===== config.mk =====
export PLATFORM = sky130hd
export DESIGN_NAME = fb_stream_writer
export DESIGN_NICKNAME = d
export VERILOG_FILES = /design/src/rtl/vga_pkg.sv /design/src/rtl/fb_write_skid.sv /design/src/rtl/fb_stream_writer.sv
export SDC_FILE = /design/constraint.sdc
export NUM_CORES = 1
export LEC_CHECK = 0
export ABC_AREA = 0
export BUFFER_PORTS_ARGS = -buffer_cell sky130_fd_sc_hd__buf_2
export CORE_MARGIN = 4
export CORE_UTILIZATION = 50
export DETAILED_ROUTE_END_ITERATION = 7
export PLACE_DENSITY = 0.75
export SETUP_SLACK_MARGIN = 0.15
export SYNTH_ARGS = -nofsm -noshare
export SYNTH_HDL_FRONTEND = slang
export SYNTH_HIERARCHICAL = 1
export SYNTH_SLANG_ARGS = --single-unit

===== constraint.sdc =====
create_clock -name clk_i -period 3.4 [get_ports clk_i]
set_clock_uncertainty 0.15 [all_clocks]
set_input_delay 0 -clock clk_i [delete_from_list [all_inputs] [get_ports clk_i]]
set_output_delay 0 -clock clk_i [all_outputs]
set_load 0.005 [all_outputs]

===== src/rtl/vga_pkg.sv =====
// Shared types and constants for the frame-buffer write path.
package vga_pkg;

  localparam int ADDR_W       = 24;
  localparam int PIX_W        = 16;
  localparam int WR_PAYLOAD_W = ADDR_W + PIX_W;

  typedef enum logic [1:0] {
    IDLE,
    WRITE,
    FLUSH
  } fsm_state_e;

  typedef struct packed {
    logic [4:0] r;
    logic [5:0] g;
    logic [4:0] b;
  } rgb565_t;

  typedef logic [ADDR_W-1:0] fb_addr_t;

endpackage


===== src/rtl/fb_write_skid.sv =====
// Single-entry valid/ready output register; accepts a new word in the same cycle the old one leaves.
module fb_write_skid
  import vga_pkg::*;
#(
  parameter int WIDTH = WR_PAYLOAD_W
) (
  input  logic             clk_i,
  input  logic             rst_ni,
  input  logic             in_valid_i,
  output logic             in_ready_o,
  input  logic [WIDTH-1:0] in_data_i,
  output logic             out_valid_o,
  input  logic             out_ready_i,
  output logic [WIDTH-1:0] out_data_o
);

  logic             valid_q, valid_d;
  logic [WIDTH-1:0] data_q, data_d;

  always_comb begin
    valid_d    = valid_q;
    data_d     = data_q;
    in_ready_o = !valid_q || out_ready_i;
    if (in_valid_i && in_ready_o) begin
      valid_d = 1'b1;
      data_d  = in_data_i;
    end else if (out_ready_i) begin
      valid_d = 1'b0;
    end
  end

  // Data is cleared too so every writer output reads zero out of reset.
  always_ff @(posedge clk_i or negedge rst_ni) begin
    if (!rst_ni) begin
      valid_q <= 1'b0;
      data_q  <= '0;
    end else begin
      valid_q <= valid_d;
      data_q  <= data_d;
    end
  end

  assign out_valid_o = valid_q;
  assign out_data_o  = data_q;

endmodule


===== src/rtl/fb_stream_writer.sv =====
// Writes an RGB565 pixel stream into one of two SDRAM frame buffers, tracking x/y with a linear address counter.
module fb_stream_writer
  import vga_pkg::*;
#(
  parameter int                H_RES      = 800,
  parameter int                V_RES      = 600,
  parameter logic [ADDR_W-1:0] BUF_STRIDE = 24'h080000
) (
  input  logic       clk_i,
  input  logic       rst_ni,
  input  logic       s_tvalid_i,
  output logic       s_tready_o,
  input  rgb565_t    s_tdata_i,
  input  logic       s_tuser_i,
  input  logic       s_tlast_i,
  input  logic       ctrl_buf_sel_i,
  output logic       sdram_writer_valid_o,
  input  logic       sdram_writer_ready_i,
  output fb_addr_t   sdram_writer_addr_o,
  output rgb565_t    sdram_writer_data_o,
  output logic [1:0] sdram_writer_dqm_o,
  output logic       frame_done_o,
  output logic       busy_o,
  output logic       err_sof_o,
  output logic       err_eol_o
);

  localparam logic [15:0] X_LAST = 16'(H_RES - 1);
  localparam logic [15:0] Y_LAST = 16'(V_RES - 1);
  localparam fb_addr_t    LINE_W = ADDR_W'(H_RES);

  fsm_state_e  state_q, state_d;
  logic [15:0] x_q, x_d, y_q, y_d;
  fb_addr_t    lin_q, lin_d, line_q, line_d;
  logic        buf_sel_q, buf_sel_d;
  logic        err_sof_q, err_sof_d, err_eol_q, err_eol_d;

  logic        accept, start, eol_pos, line_end, cur_sel;
  logic [15:0] cur_x, cur_y;
  fb_addr_t    cur_lin, cur_line, wr_addr;
  logic        skid_in_valid, skid_in_ready, skid_out_valid;
  logic [WR_PAYLOAD_W-1:0] skid_in_data, skid_out_data;

  always_comb begin
    state_d   = state_q;
    x_d       = x_q;
    y_d       = y_q;
    lin_d     = lin_q;
    line_d    = line_q;
    buf_sel_d = buf_sel_q;
    err_sof_d = 1'b0;
    err_eol_d = 1'b0;

    s_tready_o = (state_q != FLUSH) && skid_in_ready;
    accept     = s_tvalid_i && s_tready_o;
    start      = accept && s_tuser_i;

    // A start-of-frame beat is pixel 0 wherever the counters currently sit.
    cur_x    = start ? '0 : x_q;
    cur_y    = start ? '0 : y_q;
    cur_lin  = start ? '0 : lin_q;
    cur_line = start ? '0 : line_q;
    cur_sel  = start ? ctrl_buf_sel_i : buf_sel_q;

    eol_pos  = (cur_x == X_LAST);
    line_end = eol_pos || s_tlast_i;
    wr_addr  = (cur_sel ? BUF_STRIDE : '0) + cur_lin;

    skid_in_valid = accept && (start || state_q == WRITE);
    skid_in_data  = {wr_addr, s_tdata_i};
    frame_done_o  = (state_q == FLUSH) && skid_out_valid && sdram_writer_ready_i;

    if (skid_in_valid) begin
      buf_sel_d = cur_sel;
      err_sof_d = start && (state_q == WRITE);
      if (line_end) begin
        // Either marker ends the line; disagreement between them is flagged.
        err_eol_d = (eol_pos != s_tlast_i);
        x_d       = '0;
        y_d       = cur_y + 16'd1;
        line_d    = cur_line + LINE_W;
        lin_d     = cur_line + LINE_W;
        state_d   = (cur_y == Y_LAST) ? FLUSH : WRITE;
      end else begin
        x_d     = cur_x + 16'd1;
        y_d     = cur_y;
        line_d  = cur_line;
        lin_d   = cur_lin + fb_addr_t'(1);
        state_d = WRITE;
      end
    end else if (frame_done_o) begin
      state_d = IDLE;
      x_d     = '0;
      y_d     = '0;
      lin_d   = '0;
      line_d  = '0;
    end
  end

  always_ff @(posedge clk_i or negedge rst_ni) begin
    if (!rst_ni) begin
      state_q   <= IDLE;
      x_q       <= '0;
      y_q       <= '0;
      lin_q     <= '0;
      line_q    <= '0;
      buf_sel_q <= 1'b0;
      err_sof_q <= 1'b0;
      err_eol_q <= 1'b0;
    end else begin
      state_q   <= state_d;
      x_q       <= x_d;
      y_q       <= y_d;
      lin_q     <= lin_d;
      line_q    <= line_d;
      buf_sel_q <= buf_sel_d;
      err_sof_q <= err_sof_d;
      err_eol_q <= err_eol_d;
    end
  end

  fb_write_skid #(.WIDTH(WR_PAYLOAD_W)) u_skid (
    .clk_i       (clk_i),
    .rst_ni      (rst_ni),
    .in_valid_i  (skid_in_valid),
    .in_ready_o  (skid_in_ready),
    .in_data_i   (skid_in_data),
    .out_valid_o (skid_out_valid),
    .out_ready_i (sdram_writer_ready_i),
    .out_data_o  (skid_out_data)
  );

  assign sdram_writer_valid_o = skid_out_valid;
  assign sdram_writer_addr_o  = skid_out_data[WR_PAYLOAD_W-1:PIX_W];
  assign sdram_writer_data_o  = rgb565_t'(skid_out_data[PIX_W-1:0]);
  assign sdram_writer_dqm_o   = 2'b00;
  assign busy_o               = (state_q != IDLE);
  assign err_sof_o            = err_sof_q;
  assign err_eol_o            = err_eol_q;

endmodule


## Word level (Yosys, flattened, before mapping)

Cells that the tools add are included.
Widths: inputs -> output; s select.

- $add $sub $neg: 5
- Equal/unequal tests: 6
- Multiplexer cells: 25
- Reductions and logical operators: 15

Operator list:

| cell | number |
|---|---|
| $mux 24 | 7 |
| $mux 16 | 7 |
| $add 16x1->16 const B | 2 |
| $eq 16x10->1 const B | 2 |
| $add 20x24->24 | 1 |
| $add 24x1->24 const B | 1 |
| $add 24x10->24 const B | 1 |
| $mux 20 | 1 |
| $logic_and 1x1->1 | 8 |
| $mux 2 | 4 |
| $mux 1 | 6 |
| $reduce_bool 2->1 | 3 |
| $logic_or 1x1->1 | 3 |
| $eq 2x1->1 const B | 1 |
| $eq 2x2->1 const B | 1 |
| $ne 2x2->1 const B | 1 |
| $logic_not 1->1 | 1 |
| $ne 1x1->1 | 1 |

- Register bits after elaboration: 126
- Input bits: 23
- Output and inout bits: 48
- Logic and storage cells: 61

## Logic depth before layout (Yosys ltp)

Gate-level depths: netlist of run 1.

- Depth in word-level cells: 10
- Mapped depth: 20
- Gate-level depth less buffers: 15

## By module

Netlist of run 1, hierarchy kept.

Modules (own cells, without submodules):

| module | times used | cells an instance | area an instance (sq um) | sequential area each (sq um) |
|---|---|---|---|---|
| fb_stream_writer | 1 | 637 | 5477.8 | 2127.0 |
| fb_write_skid | 1 | 88 | 1702.9 | 1026.0 |

## Worst setup path before layout of run 1

OpenSTA, ideal clock, no wires.

- Kind: reg-to-reg
- From: register u_skid.valid_q, in the netlist u_skid/out_valid_o
- To: register y_q[15]
- Setup time: 79 ps
- Arrival time: 3542 ps
- Required time: 3171 ps
- Setup slack: -371 ps
- Stages on the path, launching flop included: 21
- Buffers on the path: 5
- Clock period less this slack: 3771 ps
- Path through: dfrtp_1 nand2b_4 and2_1 buf_2 nand3_2 buf_2 buf_2 and2_1 ha_1 nand2_1 nor2_1 nand4b_1 ha_1 buf_2 inv_2 buf_4 nand4_1 nor4b_2 nand3_1 nor3_2 mux2i_1

- Cells in the longest elaborated chain, start to end: 10
- Elaborated cells between the ends (all ways): 17
- Classes of those cells: add/sub (1); eq/ne (1); mux (4); reduce/logical (11)

RTL lines:

| element | RTL line | source |
|---|---|---|
| start, declared | fb_write_skid.sv:17 | `logic valid_q, valid_d;` |
| start signal, assigned | fb_write_skid.sv:38 | `valid_q <= valid_d;` |
| $logic_not 1->1 (*) | fb_write_skid.sv:23 | `in_ready_o = !valid_q \|\| out_ready_i;` |
| $logic_or 1x1->1 (*) | fb_write_skid.sv:23 |  |
| via skid_in_ready | fb_stream_writer.sv:41 | `logic skid_in_valid, skid_in_ready, skid_out_valid;` |
| $logic_and 1x1->1 (*) | fb_stream_writer.sv:54 | `s_tready_o = (state_q != FLUSH) && skid_in_ready;` |
| $logic_and 1x1->1 (*) | fb_stream_writer.sv:55 | `accept = s_tvalid_i && s_tready_o;` |
| parallel branches: the longest is 6 deep, another holds $add 16x1->16 | n/a |  |
| end signal, assigned | fb_stream_writer.sv:113 | `y_q <= y_d;` |
| end, declared | fb_stream_writer.sv:33 | `logic [15:0] x_q, x_d, y_q, y_d;` |

Mark *: on every way through the listed nets, which the timed path passes.
A chain may end at the register's enable or synchronous reset.

## Final worst setup path of run 1

- From: register u_skid.valid_q, in the netlist u_skid/out_valid_o
- To: register lin_q[11]

- Cells in the longest elaborated chain, start to end: 10
- Elaborated cells between the ends (all ways): 19
- Classes of those cells: add/sub (2); eq/ne (1); mux (5); reduce/logical (11)

RTL lines:

| element | RTL line | source |
|---|---|---|
| $logic_not 1->1 (*) | fb_write_skid.sv:23 |  |
| $logic_or 1x1->1 (*) | fb_write_skid.sv:23 |  |
| via skid_in_ready | fb_stream_writer.sv:41 |  |
| $logic_and 1x1->1 (*) | fb_stream_writer.sv:54 |  |
| $logic_and 1x1->1 (*) | fb_stream_writer.sv:55 |  |
| parallel branches: the longest is 6 deep, another holds $add 24x1->24 | n/a |  |
| end signal, assigned | fb_stream_writer.sv:114 | `lin_q <= lin_d;` |
| end, declared | fb_stream_writer.sv:34 | `fb_addr_t lin_q, lin_d, line_q, line_d;` |

Marks and branches as above.

==> impl_metrics.py, run 1 <==
metrics = {
    "routing": {
        "drc": 0,
        "drtIter0Drc": 606,
        "wire_per_inst_um": 19.3,
        "drt-vias-per-instance": 6.09,
        "drt_wl_total_um": 19400,
        "num_vias": 6130,
        "postRouteAntennaNets": 0,
        "detail_route.first_pass.iterations": 5,
    },
    "placement": {
        "routabilityCongestion": 0.942,
        "portBuffers": 68,
        "place_hpwl_um": 12700,
        "pre_cts_slack_ps": 208,
    },
    "timing": {
        "slew_headroom": 0.342,
        "max_slew.worst_pin.slew_ps": 986,
        "slew_violations": 0,
        "post-route-period-util": 0.902,
        "max_freq_ghz": 0.326,
        "period_needed_ps": 3070,
        "setup_tns_ps": 0,
        "timing.final.hold_violations": 0,
        "rsz0062_at_grt": "no",
        "setup_slack_ps": 335,
        "setup_viol": 0,
    },
    "min_path": {
        "hp-class": "input port to asynchronous set/reset pin",
    },
    "clock_network": {
        "cts_max_path_buffers": 2,
        "cts_buffers": 17,
        "cts_sinks": 126,
        "htree_levels": 4,
        "worstSkewPairLatency_ps": 420,
        "tritoncts": "built",
        "cts.clk_slew.worst_paths_ps": 60,
        "root_buffer": "clkbuf_16",
    },
    "yosys": {
        "synth-warning-count": 6,
        "synthCells": 725,
        "synth_top_family_by_area": "simple AND/OR/NAND/NOR gates",
        "synth_area_leaders": "dfrtp_1 (44%), mux2_4 (8.4%), nand2_1 (3.7%), o21ai_1 (2.8%), and2_1 (2.6%)",
        "synth_xor_area_frac": 0.0293,
        "synthFlopType": "dfrtp_1",
        "synth-seq-cells": 126,
        "synth_edf_count": 0,
        "synth_adder_area_share": 0.0122,
        "synth_top_cell_area_share": 0.439,
        "synthMuxAreaShare": 0.0910,
        "synth_compound_area_frac": 0.184,
        "synthDistinctLibCells": 75,
        "synth_area_um2": 7180,
        "synthSimpleGateAreaFrac": 0.200,
        "yosysTopAreaCell": "dfrtp_1",
        "yosysSeqAreaShare": 0.439,
        "async_flop_share": 1.00,
        "syn_avg_cell_area_um2": 9.90,
    },
    "die": {
        "design.core.area_um2": 14000,
        "fp.dieW_um": 128,
        "die-area_um2": 16300,
        "num_rows": 43,
        "ios": 71,
        "start_util": 0.513,
        "die_h_um": 128,
    },
    "setup_path": {
        "reg2reg_from": "u_skid/out_valid_o$_DFFE_PN0P_",
        "critPathKind": "flip-flop to flip-flop",
        "crit_path_start_kind": "flip-flop",
        "worst_r2r_endpoint": "lin_q[11]$_DFFE_PN0P_",
        "r2r_slack_ps": 330,
        "crit_end": "lin_q[11]$_DFFE_PN0P_",
        "crit_path_end_kind": "flip-flop",
        "arrival_ps": 3280,
        "ff2ff_path_depth": 15,
        "crit_fanout": 7,
        "cp-startpoint": "u_skid/out_valid_o$_DFFE_PN0P_",
        "required_ps": 3610,
    },
    "layout": {
        "final_nets": 844,
        "antenna_cells": 0,
        "utilization": 0.616,
        "area_growth_pct": 20.1,
        "drive_gt1_frac": 0.247,
    },
    "grt": {
        "grt_overflow": 0,
        "track_usage": 0.245,
        "grt_pass1_wl_um": 31900,
        "grt_max_degree": 77,
        "grt_pass1_vias": 6210,
        "antenna_found_initial": 0,
    },
    "pwr": {
        "ir_worst_vdd_mv": 0.548,
        "power_mw": 4.54,
        "power.leakage_nw": 4.05,
        "powerDensity_nw_per_um2": 527,
    },
    "outcome": {
        "status": "finished, final reports clean",
    },
    "job": {
        "maxCapViolations": 0,
    },
}
## critical path, cell delays in order, from the launching register on
cell	delay [ps]
dfrtp_1	410
nand2b_4	120
and2_4	210
nand3_4	120
and2_4	200
ha_4	170
nand2_4	80
nor2_4	60
nand4b_1	150
ha_4	200
inv_4	60
a211oi_4	320
buf_4	220
a21oi_1	90
a311oi_1	310
a211o_1	140
## routing by layer
layer  vias up  part of all wire  GRT usage
li1       2832                 -          -
met1      2960              0.43      0.320
met2       291              0.47      0.394
met3        47             0.076     0.0663
met4         0             0.023     0.0849
met5         -                 0          0
## cells in the final DEF (no fill, tap or decap), types with 4 or more instances in the layout
| master | count |
|---|---|
| nand3_1 | 31 |
| nand2b_1 | 4 |
| clkinv_4 | 4 |
| nand2_1 | 70 |
| xor2_1 | 10 |
| nand4_1 | 13 |
| o31ai_1 | 9 |
| and2_1 | 27 |
| buf_2 | 67 |
| o2bb2ai_1 | 8 |
| nor4_1 | 6 |
| inv_1 | 15 |
| a22o_1 | 14 |
| clkbuf_16 | 17 |
| o21ai_1 | 40 |
| nor3_1 | 13 |
| buf_4 | 21 |
| mux2_4 | 40 |
| a21o_1 | 7 |
| o22ai_1 | 4 |
| nor2_1 | 37 |
| dfrtp_1 | 124 |
| a21oi_1 | 31 |
| o211ai_1 | 7 |
| o21ai_0 | 26 |
| xnor2_1 | 14 |
| a32o_1 | 5 |
| dlygate4sd3_1 | 22 |
| ha_1 | 5 |
| a31oi_1 | 11 |
| and3_1 | 30 |
## repair_timing
item | in CTS | in global routing
setup endpoints to repair | 0 | 24
endpoints found under the hold margin | 97 | 0
resized for setup | 0 | 10
hold buffers | 22 | 0
buffers inserted | 0 | 5
## sequential cells by signal, summed over array words and instances, names as in the netlist
name                cells
u_skid/out_data_o      40
lin_q                  24
line_q                 24
x_q                    16
y_q                    16
state_q                 2
buf_sel_q               1
err_eol_o               1
err_sof_o               1
u_skid/out_valid_o      1
## cell usage after synthesis (4+ instances only)
| master | n |
|---|---|
| nand2b_1 | 4 |
| a22o_1 | 14 |
| o2bb2ai_1 | 8 |
| buf_2 | 17 |
| o211ai_1 | 7 |
| dfrtp_1 | 126 |
| and2_1 | 30 |
| xor2_1 | 10 |
| buf_4 | 5 |
| xnor2_1 | 14 |
| nor2_1 | 39 |
| buf_6 | 6 |
| a21o_1 | 7 |
| a31oi_1 | 11 |
| inv_1 | 15 |
| mux2_4 | 40 |
| o21ai_1 | 40 |
| o31ai_1 | 9 |
| ha_1 | 7 |
| nand3_1 | 32 |
| nor3_1 | 13 |
| o22ai_1 | 5 |
| nor4_1 | 6 |
| o21ai_0 | 26 |
| a21oi_1 | 31 |
| nand4_1 | 13 |
| and3_1 | 30 |
| a32o_1 | 5 |
| nand2_1 | 71 |
| clkbuf_1 | 15 |
## area by class of cell
| class | instances | area [µm²] |
|---|---|---|
| Tap cell | 180 | 225 |
| Clock inverter | 12 | 136 |
| Timing Repair Buffer | 113 | 773 |
| Multi-Input combinational cell | 538 | 3790 |
| Fill cell | 1130 | 5370 |
| Clock buffer | 20 | 467 |
| Sequential cell | 126 | 3160 |
| Inverter | 18 | 70.1 |
## logic make-up after synthesis
family | Yosys count
xor+xnor | 24
compound gates | 192
fa+ha+maj | 7
buf+inv | 62
mux | 45
flops | 126
other cells | 1
simple gates | 268
## per-stage QoR
stage                     std cells  hold slack (ps)  instance area (µm²)
after floorplan                 726             -446                 7260
after global placement          948             52.2                 7720
after detailed placement        948             64.6                 7720
after CTS                      1002              153                 8540
after global routing           1007              190                 8620
final                          1007              113                 8620
## how the worst min path moves through the flow
| stage | to | slack (ps) |
|---|---|---|
| 2_1_floorplan | buf_sel_q$_DFFE_PN0P_ | -450 |
| 3_3_place_gp | u_skid/out_data_o[21]$_DFFE_PN0P_ | 50 |
| 3_5_place_dp | u_skid/out_data_o[22]$_DFFE_PN0P_ | 60 |
| 4_1_cts | u_skid/out_data_o[22]$_DFFE_PN0P_ | 150 |
| 5_1_grt | u_skid/out_data_o[22]$_DFFE_PN0P_ | 190 |
| 6_report | u_skid/out_data_o[22]$_DFFE_PN0P_ | 110 |
## power breakdown
| part | internal, mW | leakage [nW] | switching (mW) | total [mW] |
|---|---|---|---|---|
| Sequential | 1.68 | 1.67 | 0.154 | 1.83 |
| Combinational | 0.433 | 2.09 | 0.431 | 0.864 |
| Clock | 1.14 | 0.289 | 0.705 | 1.84 |
| Total | 3.25 | 4.05 | 1.29 | 4.54 |
Power figures use the tool's default switching activity.
==> inputs of run 2 (changes only) <==
==> constraint.sdc (replaced) <==
create_clock -name clk_i -period 2.7 [get_ports clk_i]
set_clock_uncertainty 0.15 [all_clocks]
set_input_delay 0 -clock clk_i [delete_from_list [all_inputs] [get_ports clk_i]]
set_output_delay 0 -clock clk_i [all_outputs]
set_load 0.005 [all_outputs]
==> impl_metrics.py, run 2 (synthesis results as in run 1) <==
metrics = {
    "setup_path": {
        "critPathMaxStageDelay_ps": 420,
        "critPathKind": "flip-flop to flip-flop",
        "crit_chain": "and2b_4 > nor3_4 > nor4_2 > nand4b_1 > ha_4 > inv_4 > nand4_1 > buf_4 > buf_6 > nor2_4 > and3_4 > o21ai_2 > a22o_1",
        "arrival_ps": 3060,
        "worst_r2r_endpoint": "y_q[5]$_DFFE_PN0P_",
        "cpMaxStageDelayCell": "dfrtp_1",
        "ff2ff_path_depth": 13,
        "reg2reg_from": "state_q[0]$_DFFE_PN0P_",
        "r2r_slack_ps": -200,
        "crit_family": "simple AND/OR/NAND/NOR gates",
        "crit_fanout": 5,
        "critPathBufInv": 3,
        "crit_path_start_kind": "flip-flop",
        "crit_path_end_kind": "flip-flop",
        "required_ps": 2860,
    },
    "timing": {
        "period_needed_ps": 2900,
        "slew_headroom": 0.498,
        "slew_violations": 0,
        "max_freq_ghz": 0.345,
        "post-route-period-util": 1.07,
        "holdWs_ps": 43.6,
        "setup_viol": 45,
        "rsz0062_at_grt": "yes",
        "timing.final.hold_violations": 0,
        "max_slew.worst_pin.slew_ps": 747,
        "setup_slack_ps": -201,
    },
    "clock_network": {
        "cts_max_path_buffers": 2,
        "worstSkewPairLatency_ps": 430,
        "tritoncts": "built",
        "cts.clk_slew.worst_paths_ps": 60,
        "cts_buffers": 17,
        "root_buffer": "clkbuf_16",
        "cts_sinks": 126,
        "htree_levels": 4,
    },
    "pwr": {
        "combinationalPowerShare": 0.236,
        "power_switching_mw": 1.83,
        "power_mw": 6.18,
        "p_clk_frac": 0.387,
        "ir_worst_vdd_mv": 0.451,
        "sw_frac_of_total": 0.295,
        "intPower_mw": 4.35,
        "power.leakage_nw": 4.70,
        "seq_power_share": 0.377,
        "powerDensity_nw_per_um2": 602,
    },
    "grt": {
        "grt_pass1_wl_um": 35500,
        "track_usage": 0.270,
        "grt_use_met2": 0.433,
        "grtUsageMet3": 0.0583,
        "grtUsageMet1": 0.348,
        "antenna_found_initial": 0,
        "grt_max_degree": 61,
        "grt_pass1_vias": 6953,
        "top_usage_layer": "met2",
        "grt_overflow": 0,
    },
    "placement": {
        "place_hpwl_um": 13100,
        "routabilityCongestion": 0.911,
        "portBuffers": 68,
    },
    "routing": {
        "postRouteAntennaNets": 0,
        "wire_per_inst_um": 23.0,
        "detail_route.first_pass.iterations": 6,
        "drt_wl_total_um": 25300,
        "drtIter0Drc": 882,
        "drt-vias-per-instance": 6.53,
        "num_vias": 7179,
        "drc": 0,
    },
    "layout": {
        "largest_register_ffs": 40,
        "antenna_cells": 0,
        "drive_gt1_frac": 0.429,
        "layout_common_cells": "dfrtp_1 (126), buf_4 (72), buf_2 (67)",
        "area_growth_pct": 43.0,
        "final_common_cell": "dfrtp_1",
        "final_nets": 936,
    },
    "die": {
        "start_util": 0.513,
        "die-area_um2": 16300,
        "die_h_um": 128,
        "num_rows": 43,
        "design.core.area_um2": 14000,
        "ios": 71,
        "fp.dieW_um": 128,
    },
    "min_path": {
        "hp-class": "input port to asynchronous set/reset pin",
    },
    "job": {
        "maxCapViolations": 0,
    },
    "outcome": {
        "violations": "negative setup slack",
        "status": "complete, but fails checks",
    },
}
[run 2: area by class of cell]
class,instances,area (µm²)
clock inverter,13,161
clock buffer,19,453
timing repair buffer,201,1690
multi-input combinational,542,4510
sequential,126,3150
tap,180,225
inverter,18,70.1
fill,849,3720
[run 2: per-stage QoR]
stage	TNS [ps]	utilization	area (µm²)	worst slack (ps)	cells
after global routing	-7980	0.734	10300	-309	1099
final	-3670	0.734	10300	-201	1099
after detailed placement	-2330	0.585	8180	-195	995
after global placement	-452	0.585	8180	-120	995
after CTS	-191	0.677	9470	-46.6	1069
after floorplan	-15380	-	7370	-607	726
[run 2: worst reg2reg max path: cells and delay by family (launching register included)]
kind,cells,cell delay (ps)
AND/OR/NAND/NOR,7,1360
flip-flops,1,420
AO/OA/AOI/OAI,2,220
buffers and inverters,3,400
adder cells (fa/ha/maj),1,230
[run 2: worst max-delay path by stage]
stage | startpoint | to | slack (ps) | cells after the start
2_1_floorplan | u_skid/out_valid_o$_DFFE_PN0P_ | y_q[15]$_DFFE_PN0P_ | -610 | 20
5_1_grt | state_q[0]$_DFFE_PN0P_ | y_q[15]$_DFFE_PN0P_ | -310 | 14
6_report | state_q[0]$_DFFE_PN0P_ | y_q[5]$_DFFE_PN0P_ | -200 | 13
4_1_cts | u_skid/out_valid_o$_DFFE_PN0P_ | lin_q[11]$_DFFE_PN0P_ | -50 | 17
3_3_place_gp | x_q[7]$_DFFE_PN0P_ | y_q[15]$_DFFE_PN0P_ | -120 | 10
3_5_place_dp | x_q[7]$_DFFE_PN0P_ | y_q[15]$_DFFE_PN0P_ | -200 | 10
[run 2: power groups by stage]
stage / logic [mW] / registers [mW] / clock network (mW)
floorplan: 0.711 / 2.31 / 0
global placement: 1.08 / 2.31 / 0
detailed placement: 1.11 / 2.33 / 0
CTS: 1.25 / 2.31 / 2.39
global route: 1.54 / 2.36 / 2.47
finish: 1.46 / 2.33 / 2.39
[run 2: timing repair]
| item | 4_1_cts | 5_1_grt |
|---|---|---|
| pin swaps | 40 | 45 |
| endpoints found under the hold margin | 79 | 0 |
| endpoints found under the setup margin | 68 | 75 |
| buffers inserted | 17 | 27 |
| resized for setup | 64 | 105 |
| gates cloned | 4 | 3 |
| hold buffers | 21 | 0 |
[run 2: per-layer routing]
| layer | wire length, µm | share of wire | vias up |
|---|---|---|---|
| li1 | - | - | 3042 |
| met4 | 1220 | 0.048 | 0 |
| met2 | 12200 | 0.48 | 499 |
| met5 | 0 | 0 | - |
| met1 | 9510 | 0.38 | 3507 |
| met3 | 2380 | 0.094 | 131 |
